`src/rtl/mcy_seq_pkg.sv`:
```
// -----------------------------------------------------------------------------
// mcy_seq_pkg
// Shared types for the mutation-campaign sequencer.
//   mcy_seq_state_e : campaign controller states
//   mcy_result_t    : one killed/survived record (mutation ID, verdict, cycle)
//   make_result()   : builds a record from its three fields
// The record fields are RESULT_FIELD_W wide so one type covers every supported
// selector and counter width. Users truncate to the widths actually in use.
// -----------------------------------------------------------------------------
package mcy_seq_pkg;

    localparam int unsigned RESULT_FIELD_W = 32;

    typedef enum logic [2:0] {
        ST_IDLE   = 3'd0,
        ST_RESET  = 3'd1,
        ST_RUN    = 3'd2,
        ST_REPORT = 3'd3,
        ST_DONE   = 3'd4
    } mcy_seq_state_e;

    typedef struct packed {
        logic [RESULT_FIELD_W-1:0] mutsel;
        logic                      killed;
        logic [RESULT_FIELD_W-1:0] cycle;
    } mcy_result_t;

    function automatic mcy_result_t make_result(
        input logic [RESULT_FIELD_W-1:0] mutsel,
        input logic                      killed,
        input logic [RESULT_FIELD_W-1:0] cycle
    );
        mcy_result_t r;
        r.mutsel = mutsel;
        r.killed = killed;
        r.cycle  = cycle;
        return r;
    endfunction

endpackage

```
`src/rtl/mcy_mutant_sequencer_if.sv`:
```
// -----------------------------------------------------------------------------
// mcy_mutant_sequencer_if
// Result-record channel of the mutation sequencer (valid/ready handshake).
//   valid  : record valid (sequencer -> host)
//   ready  : record accepted (host -> sequencer)
//   mutsel : mutation ID of the record
//   killed : 1 = mismatch detected, 0 = survived
//   cycle  : run-cycle index of the first mismatch, or run length if survived
// Modports: master = sequencer side, slave = host side.
// -----------------------------------------------------------------------------
interface mcy_mutant_sequencer_if #(
    parameter int unsigned MUTSEL_W = 8,
    parameter int unsigned CYCLE_W  = 16
);

    logic                valid;
    logic                ready;
    logic [MUTSEL_W-1:0] mutsel;
    logic                killed;
    logic [CYCLE_W-1:0]  cycle;

    modport master (
        output valid,
        output mutsel,
        output killed,
        output cycle,
        input  ready
    );

    modport slave (
        input  valid,
        input  mutsel,
        input  killed,
        input  cycle,
        output ready
    );

endinterface

```
`src/rtl/mcy_seq_counter.sv`:
```
// -----------------------------------------------------------------------------
// mcy_seq_counter
// Loadable up-counter with a terminal-count flag.
//   clk_i      : clock
//   rst_i      : synchronous active-high reset (count -> 0)
//   load_i     : load load_val_i (has priority over en_i)
//   load_val_i : value to load
//   en_i       : increment by one
//   term_i     : terminal value to compare against
//   count_o    : current count
//   tc_o       : count_o == term_i
// -----------------------------------------------------------------------------
module mcy_seq_counter #(
    parameter int unsigned W = 8
) (
    input  logic         clk_i,
    input  logic         rst_i,
    input  logic         load_i,
    input  logic [W-1:0] load_val_i,
    input  logic         en_i,
    input  logic [W-1:0] term_i,
    output logic [W-1:0] count_o,
    output logic         tc_o
);

    // NOTE: sequential state uses non-blocking assignments so every flop
    // samples pre-edge values regardless of process ordering.
    always_ff @(posedge clk_i) begin
        if (rst_i) begin
            count_o <= '0;
        end else if (load_i) begin
            count_o <= load_val_i;
        end else if (en_i) begin
            count_o <= count_o + W'(1);
        end
    end

    assign tc_o = (count_o == term_i);

endmodule

```
`src/rtl/mcy_mutant_sequencer.sv`:
```
// -----------------------------------------------------------------------------
// mcy_mutant_sequencer
// Campaign controller for the mutation-coverage miter. Steps the uut mutsel
// through [first, last], holding both cores in reset for RESET_CYCLES cycles,
// running them for run_cycles cycles while watching the miter mismatch flag,
// then emitting one killed/survived record per mutant.
//   clk_i, rst_i     : clock, synchronous active-high reset
//   start_i          : start campaign (honoured only in IDLE/DONE)
//   mut_first_i      : first mutation ID (0 is clamped to 1)
//   mut_last_i       : last mutation ID, inclusive
//   run_cycles_i     : post-reset cycles per mutant (0 treated as 1)
//   mismatch_i       : miter compare-failure flag, looked at only in RUN
//   core_rst_no      : active-low reset to both cores
//   mutsel_o         : selector to the uut core
//   busy_o, done_o   : campaign in progress / finished (level)
//   res              : result-record channel (master side)
// All outputs are registered.
// -----------------------------------------------------------------------------
module mcy_mutant_sequencer
    import mcy_seq_pkg::*;
#(
    parameter int unsigned MUTSEL_W     = 8,
    parameter int unsigned CYCLE_W      = 16,
    parameter int unsigned RESET_CYCLES = 4
) (
    input  logic                clk_i,
    input  logic                rst_i,
    input  logic                start_i,
    input  logic [MUTSEL_W-1:0] mut_first_i,
    input  logic [MUTSEL_W-1:0] mut_last_i,
    input  logic [CYCLE_W-1:0]  run_cycles_i,
    input  logic                mismatch_i,
    output logic                core_rst_no,
    output logic [MUTSEL_W-1:0] mutsel_o,
    output logic                busy_o,
    output logic                done_o,
    mcy_mutant_sequencer_if.master res
);

    localparam int unsigned RST_W = (RESET_CYCLES > 1) ? $clog2(RESET_CYCLES) : 1;

    mcy_seq_state_e state_q, state_d;

    // Latched campaign parameters.
    logic [MUTSEL_W-1:0] last_q;
    logic [CYCLE_W-1:0]  run_q;

    // Registered outputs.
    logic                core_rst_n_q;
    logic [MUTSEL_W-1:0] mutsel_q;
    logic                busy_q;
    logic                done_q;
    logic                res_valid_q;
    logic [MUTSEL_W-1:0] res_mutsel_q;
    logic                res_killed_q;
    logic [CYCLE_W-1:0]  res_cycle_q;

    // Decoded controls.
    logic [MUTSEL_W-1:0] first_c;
    logic [CYCLE_W-1:0]  run_c;
    logic                start_go;
    logic                range_empty;
    logic                handshake;
    logic                run_end;
    logic                rst_tc;
    logic                run_tc;
    logic [CYCLE_W-1:0]  run_count;

    // ------------------------------------------------------------------
    // Counters: each holds 0 outside its own state and counts inside it,
    // so entering the state always starts from a cleared count.
    // ------------------------------------------------------------------
    mcy_seq_counter #(.W(RST_W)) u_rst_cnt (
        .clk_i      (clk_i),
        .rst_i      (rst_i),
        .load_i     (state_q != ST_RESET),
        .load_val_i ('0),
        .en_i       (state_q == ST_RESET),
        .term_i     (RST_W'(RESET_CYCLES - 1)),
        .count_o    (),
        .tc_o       (rst_tc)
    );

    mcy_seq_counter #(.W(CYCLE_W)) u_run_cnt (
        .clk_i      (clk_i),
        .rst_i      (rst_i),
        .load_i     (state_q != ST_RUN),
        .load_val_i ('0),
        .en_i       (state_q == ST_RUN),
        .term_i     (run_q - CYCLE_W'(1)),
        .count_o    (run_count),
        .tc_o       (run_tc)
    );

    // ------------------------------------------------------------------
    // Next-state logic
    // ------------------------------------------------------------------
    always_comb begin
        // NOTE: every signal gets a default first so no path leaves it
        // unassigned, which would infer a latch.
        state_d     = state_q;
        first_c     = (mut_first_i == '0) ? MUTSEL_W'(1) : mut_first_i;
        run_c       = (run_cycles_i == '0) ? CYCLE_W'(1) : run_cycles_i;
        start_go    = 1'b0;
        range_empty = (first_c > mut_last_i);
        handshake   = (state_q == ST_REPORT) && res_valid_q && res.ready;
        // Mismatch is only meaningful while the cores run out of reset.
        run_end     = (state_q == ST_RUN) && (mismatch_i || run_tc);

        unique case (state_q)
            ST_IDLE, ST_DONE: begin
                if (start_i) begin
                    start_go = 1'b1;
                    state_d  = range_empty ? ST_DONE : ST_RESET;
                end
            end
            ST_RESET: begin
                if (rst_tc) state_d = ST_RUN;
            end
            ST_RUN: begin
                if (run_end) state_d = ST_REPORT;
            end
            ST_REPORT: begin
                // Compare against last before incrementing so last = max ID
                // terminates instead of wrapping.
                if (handshake) state_d = (mutsel_q == last_q) ? ST_DONE : ST_RESET;
            end
            default: state_d = ST_IDLE;
        endcase
    end

    always_ff @(posedge clk_i) begin
        if (rst_i) state_q <= ST_IDLE;
        else       state_q <= state_d;
    end

    // ------------------------------------------------------------------
    // Registered outputs and datapath. Status outputs are derived from the
    // next state so they line up with the state register.
    // ------------------------------------------------------------------
    always_ff @(posedge clk_i) begin
        if (rst_i) begin
            last_q       <= '0;
            run_q        <= '0;
            core_rst_n_q <= 1'b0;
            mutsel_q     <= '0;
            busy_q       <= 1'b0;
            done_q       <= 1'b0;
            res_valid_q  <= 1'b0;
            res_mutsel_q <= '0;
            res_killed_q <= 1'b0;
            res_cycle_q  <= '0;
        end else begin
            core_rst_n_q <= (state_d == ST_RUN);
            busy_q       <= (state_d == ST_RESET) || (state_d == ST_RUN) ||
                            (state_d == ST_REPORT);
            done_q       <= (state_d == ST_DONE);
            res_valid_q  <= (state_d == ST_REPORT);

            if (start_go) begin
                last_q <= mut_last_i;
                run_q  <= run_c;
                if (!range_empty) mutsel_q <= first_c;
            end else if (handshake && (mutsel_q != last_q)) begin
                mutsel_q <= mutsel_q + MUTSEL_W'(1);
            end

            // Record is frozen from capture until the next mutant ends RUN.
            if (run_end) begin
                res_mutsel_q <= mutsel_q;
                res_killed_q <= mismatch_i;
                res_cycle_q  <= mismatch_i ? run_count : run_q;
            end
        end
    end

    assign core_rst_no = core_rst_n_q;
    assign mutsel_o    = mutsel_q;
    assign busy_o      = busy_q;
    assign done_o      = done_q;
    assign res.valid   = res_valid_q;
    assign res.mutsel  = res_mutsel_q;
    assign res.killed  = res_killed_q;
    assign res.cycle   = res_cycle_q;

endmodule

```
`src/flat_wrapper.sv`:
```
// flat-port wrapper written by rule: the top's interface ports become plain ports
module mcy_mutant_sequencer_flat import mcy_seq_pkg::*;
#(
    parameter int unsigned MUTSEL_W     = 8,
    parameter int unsigned CYCLE_W      = 16,
    parameter int unsigned RESET_CYCLES = 4
)
  (clk_i, rst_i, start_i, mut_first_i, mut_last_i, run_cycles_i, mismatch_i, core_rst_no, mutsel_o, busy_o, done_o, res_valid, res_mutsel, res_killed, res_cycle, res_ready);
  mcy_mutant_sequencer_if #(.MUTSEL_W(MUTSEL_W), .CYCLE_W(CYCLE_W)) res_i ();
  input  logic clk_i;
  input  logic rst_i;
  input  logic start_i;
  input  logic [MUTSEL_W-1:0] mut_first_i;
  input  logic [MUTSEL_W-1:0] mut_last_i;
  input  logic [CYCLE_W-1:0] run_cycles_i;
  input  logic mismatch_i;
  output logic core_rst_no;
  output logic [MUTSEL_W-1:0] mutsel_o;
  output logic busy_o;
  output logic done_o;
  output wire logic [$bits(res_i.valid)-1:0] res_valid;
  output wire logic [$bits(res_i.mutsel)-1:0] res_mutsel;
  output wire logic [$bits(res_i.killed)-1:0] res_killed;
  output wire logic [$bits(res_i.cycle)-1:0] res_cycle;
  input wire logic [$bits(res_i.ready)-1:0] res_ready;
  assign res_valid = res_i.valid;
  assign res_mutsel = res_i.mutsel;
  assign res_killed = res_i.killed;
  assign res_cycle = res_i.cycle;
  assign res_i.ready = res_ready;
  mcy_mutant_sequencer #(.MUTSEL_W(MUTSEL_W), .CYCLE_W(CYCLE_W), .RESET_CYCLES(RESET_CYCLES)) u_core (.clk_i(clk_i), .rst_i(rst_i), .start_i(start_i), .mut_first_i(mut_first_i), .mut_last_i(mut_last_i), .run_cycles_i(run_cycles_i), .mismatch_i(mismatch_i), .core_rst_no(core_rst_no), .mutsel_o(mutsel_o), .busy_o(busy_o), .done_o(done_o), .res(res_i));
endmodule
```
`config.mk`:
```
export PLATFORM = sky130hd
export DESIGN_NAME = mcy_mutant_sequencer_flat
export DESIGN_NICKNAME = d
export VERILOG_FILES = /design/src/rtl/mcy_seq_pkg.sv /design/src/rtl/mcy_mutant_sequencer_if.sv /design/src/rtl/mcy_seq_counter.sv /design/src/rtl/mcy_mutant_sequencer.sv /design/src/flat_wrapper.sv
export SDC_FILE = /design/constraint.sdc
export NUM_CORES = 1
export LEC_CHECK = 0
export CORE_UTILIZATION = 57
export CTS_BUF_LIST = sky130_fd_sc_hd__clkbuf_4 sky130_fd_sc_hd__clkbuf_8
export CTS_CLUSTER_DIAMETER = 80
export DETAILED_ROUTE_END_ITERATION = 8
export HOLD_SLACK_MARGIN = 0.06
export PLACE_DENSITY = 0.87
export SYNTH_ARGS = -nofsm -noshare
export SYNTH_HDL_FRONTEND = slang
export SYNTH_SLANG_ARGS = --single-unit
```
`constraint.sdc`:
```
create_clock -name clk_i -period 2.75 [get_ports clk_i]
set_clock_uncertainty 0.1 [all_clocks]
set_input_delay 0.275 -clock clk_i [delete_from_list [all_inputs] [get_ports clk_i]]
set_output_delay 0.275 -clock clk_i [all_outputs]
set_load 0.02 [all_outputs]
```
==> run summary <==
The run finished with clean final reports. For the maximum vdd ir drop, the log shows 307 uV. STA classifies the critical path endpoint as a flip-flop. The logs give 0.00908 sq mm for the area of the die and 739 for the net count reported at finish.

The synthesized-area fraction occupied by ao, oa, aoi and oai cells was 0.176. The tree is rooted in a sky130_fd_sc_hd__clkbuf_8. The count of buffers from port buffering works out to 73. The tightest min-delay check is of the in2reg type. The run gives 0 as the number of nets with antenna violations after detailed routing. In this run the worst path has a maximum fanout of 24. The tools report the post-place setup slack as -0.0205 ns. The core area is 0.00830 sq mm. The tools report the cell area after placement as 0.00579 sq mm. The clock passes through at most 2 buffers.

After detailed routing, the average wire length per cell comes to 15.9 um. A synthesized cell averages 7.89 sq um. Using the TritonRoute via totals, the vias-per-cell ratio works out to 6.17. The clock net in this run drives a total of 82 sinks. For this design the top-level I/O count stands at 74. For the post-synthesis sequential area ratio, the log shows 0.331.

The post-synthesis cell count came out at 629. The cts-stage hold buffer count came out at 0. The number of synthesized register bits was 82; the setup-violating endpoint count in the final report was 0. The routed design could run at a clock period as short as 2.54 ns. The global-route congestion overflow total came out at 0.

The first detailed-routing pass took 6 iterations. The power density over cell area was 506 mW/mm^2. The adder and majority cell fraction of the synthesized area is 0.0303.

After synthesis, the largest family of logic cells by area is simple AND/OR/NAND/NOR gates. After routing the design area is 0.00603 sq mm. The max-slew violation count came out at 0. The logs give 0 for the diode insertion count for antenna repair and 0 for the DRC violation count after routing.

The final routed wirelength across all metal layers was 12700 um. TritonCTS built the clock tree. Overall power consumption after layout is estimated at 3.05 mW. After routing, the total negative slack on setup checks comes to 0 ns.

The xor and xnor area share after synthesis is 0.0724, and the peak clock frequency supported by timing is 0.394 GHz. For the worst setup path, the data arrival time is 2.74 ns. Clock-pin slew was measured on the worst setup and hold paths at 0.09 ns. The logs give 0.598 for the initial core utilization and 9250 um for the placed wire-length estimate.

Number of global-route vias before repair: 4522. The reported leakage power is 2.44 nW, and the share of layout cells above drive strength 1 is 0.0850. The tool flagged a number of max-cap violations equal to 0. Relative to the synthesized area, the layout overhead comes to 21.5%. The first global-routing pass estimated 21300 um of wire.

Fraction of the mapped netlist area in simple logic gates: 0.295. The die is 95.3 um wide. TritonCTS created 9 clock buffers.

At the end of routability-driven placement, the weighted congestion stood at 0.954. The initial antenna violation count came out at 0. Cell count after placement: 784. For the number of H-tree levels, the log shows 3.

The detailed router finished its first iteration with 361 violations. The number of nets in the synthesized netlist is 678. Post-synthesis async set-or-reset flop share: 0.

The tools report the final critical-path setup slack as 0.210 ns. The synthesized netlist contains 57 unique library cells. Counting flops with a built-in enable in the synthesized netlist gives 0.

The period utilization was 0.924; the relative slew slack was 0.563. STA puts the critical path data required time at 2.95 ns. The cell area that synthesis handed to floorplanning was 0.00496 sq mm.

For the pin with the worst max-slew slack, the measured transition is 0.653 ns. For the number of vias after detailed routing, the log shows 4927. Among all flip-flop cells after synthesis, the most frequent one is sky130_fd_sc_hd__dfxtp_1.

The number of hold-slack violations in the final timing report is 0, and the number of core rows is 33. The proportion of synthesized area in mux cells came out at 0.0343. STA classifies the critical path startpoint as a flip-flop. Leaving out filler cells and counting taps, the final layout contains 799.

The die is 95.3 um tall. Worst setup path category: reg2reg. The run gives 0.36 ns as the clock latency reported for the late side of the worst-skew pair. Entering global routing, the biggest net connects 40 pins. The total routing usage reported by global routing is 0.295.

After filler insertion, the fill cell instance count of the layout stands at 643. The tools report the count of synthesis-stage warnings from yosys as 0. Setup repair after global routing left no endpoint under its margin.
==> power breakdown <==
part           switching (mW)  total [mW]  leakage, nW  internal [mW]
Sequential             0.0580        1.29        0.666           1.23
Clock                   0.434        1.06        0.118          0.622
Combinational           0.414       0.708         1.66          0.294
==> final timing paths <==
path / from / end / slack (ns) / cells past startpoint
hold / removal: rst_i / u_core.res.killed / 0.33 / 3
setup reg to reg: u_core.run_q[2] / u_core.res.cycle[0] / 0.21 / 6
setup / recovery: u_core.run_q[2] / u_core.res.cycle[0] / 0.21 / 6
hold reg to reg: u_core.last_q[5] / u_core.last_q[5] / 0.37 / 2
==> area by class of cell <==
| cell class | instances | area, sq um | share of cell area |
|---|---|---|---|
| multi-input cells | 483 | 3020 | 0.501 |
| flip-flops and latches | 82 | 1640 | 0.272 |
| repair buffers | 101 | 948 | 0.157 |
| clock buffers | 10 | 138 | 0.0228 |
| well taps | 105 | 131 | 0.0218 |
| clock inverters | 5 | 103 | 0.0170 |
| inverters | 13 | 48.8 | 0.00810 |
==> state kept, by name (all words and copies together), names as in the netlist <==
signal	count
u_core.res.cycle	16
u_core.run_q	16
u_core.u_rst_cnt.count_o	2
u_core.busy_o	1
u_core.res.killed	1
u_core.res.mutsel	8
u_core.mutsel_o	8
u_core.last_q	8
u_core.u_run_cnt.count_o	16
u_core.res.valid	1
u_core.core_rst_no	1
u_core.done_o	1
u_core.state_q	3
==> cells in the mapped netlist (2+ instances only) <==
master | instances | area share
sky130_fd_sc_hd__buf_4 | 3 | 0.0045
sky130_fd_sc_hd__a211oi_1 | 6 | 0.0091
sky130_fd_sc_hd__inv_1 | 13 | 0.0098
sky130_fd_sc_hd__a31oi_1 | 5 | 0.0063
sky130_fd_sc_hd__a21o_1 | 3 | 0.0045
sky130_fd_sc_hd__nand4_1 | 32 | 0.040
sky130_fd_sc_hd__nand2_1 | 64 | 0.048
sky130_fd_sc_hd__nand3b_1 | 5 | 0.0076
sky130_fd_sc_hd__and3_1 | 31 | 0.039
sky130_fd_sc_hd__nand3_1 | 37 | 0.037
sky130_fd_sc_hd__and2_1 | 2 | 0.0025
sky130_fd_sc_hd__o21a_1 | 3 | 0.0045
sky130_fd_sc_hd__a32oi_1 | 2 | 0.0035
sky130_fd_sc_hd__dfxtp_1 | 82 | 0.33
sky130_fd_sc_hd__nor2b_1 | 12 | 0.015
sky130_fd_sc_hd__xnor2_1 | 17 | 0.030
sky130_fd_sc_hd__and4_1 | 3 | 0.0053
sky130_fd_sc_hd__mux2i_1 | 17 | 0.034
sky130_fd_sc_hd__nand2b_1 | 3 | 0.0038
sky130_fd_sc_hd__nor4_1 | 8 | 0.010
sky130_fd_sc_hd__nor3_1 | 13 | 0.013
sky130_fd_sc_hd__or3_1 | 5 | 0.0063
sky130_fd_sc_hd__a22oi_1 | 26 | 0.039
sky130_fd_sc_hd__nor2_1 | 48 | 0.036
sky130_fd_sc_hd__xor2_1 | 24 | 0.042
sky130_fd_sc_hd__a21oi_1 | 41 | 0.041
sky130_fd_sc_hd__ha_1 | 12 | 0.030
sky130_fd_sc_hd__o21ai_0 | 39 | 0.039
sky130_fd_sc_hd__buf_2 | 5 | 0.0050
sky130_fd_sc_hd__clkbuf_1 | 36 | 0.027
sky130_fd_sc_hd__buf_6 | 6 | 0.014
==> layout by cell type (no fill, tap or decap), types with 6 or more instances in the layout <==
cell type,n
sky130_fd_sc_hd__dfxtp_1,82
sky130_fd_sc_hd__clkdlybuf4s50_1,72
sky130_fd_sc_hd__nand2_1,64
sky130_fd_sc_hd__nor2_1,48
sky130_fd_sc_hd__a21oi_1,41
sky130_fd_sc_hd__o21ai_0,39
sky130_fd_sc_hd__nand3_1,37
sky130_fd_sc_hd__nand4_1,32
sky130_fd_sc_hd__and3_1,31
sky130_fd_sc_hd__buf_4,27
sky130_fd_sc_hd__a22oi_1,26
sky130_fd_sc_hd__xor2_1,24
sky130_fd_sc_hd__xnor2_1,17
sky130_fd_sc_hd__mux2i_1,17
sky130_fd_sc_hd__inv_1,13
sky130_fd_sc_hd__nor3_1,13
sky130_fd_sc_hd__nor2b_1,12
sky130_fd_sc_hd__ha_1,12
sky130_fd_sc_hd__clkbuf_8,10
sky130_fd_sc_hd__nor4_1,8
sky130_fd_sc_hd__a211oi_1,6
==> stage by stage <==
stage,utilization,hold slack [ns]
2_1_floorplan,-,0.307
3_3_place_gp,0.697,0.316
3_5_place_dp,0.697,0.354
4_1_cts,0.726,0.330
5_1_grt,0.726,0.396
6_report,0.726,0.333
==> cell families after synthesis <==
group | after synthesis
AO/OA/AOI/OAI | 137
XOR/XNOR | 41
adder cells (fa/ha/maj) | 12
buffers and inverters | 64
flip-flops | 82
multiplexers | 17
AND/OR/NAND/NOR | 276
==> critical path, cell delays in order, from the launching register on <==
cell	delay [ns]
sky130_fd_sc_hd__dfxtp_1	0.43
sky130_fd_sc_hd__or4_4	0.59
sky130_fd_sc_hd__o21a_1	0.20
sky130_fd_sc_hd__a211oi_1	0.44
sky130_fd_sc_hd__a211o_2	0.42
sky130_fd_sc_hd__o21ai_0	0.18
sky130_fd_sc_hd__nand3_1	0.11
==> routing by layer <==
layer,vias to the layer above,GRT usage,part of all wire
met1,2324,0.407,0.46
met4,0,0.106,0.017
met3,24,0.0510,0.059
met5,-,0,0
met2,193,0.461,0.47
li1,2386,-,-
==> what timing repair did <==
action / CTS / global route
buffers inserted: 0 / 0
setup endpoints to repair: 0 / 1
gates resized for setup: 0 / 1
No activity file was read; power rests on OpenSTA's default activity.
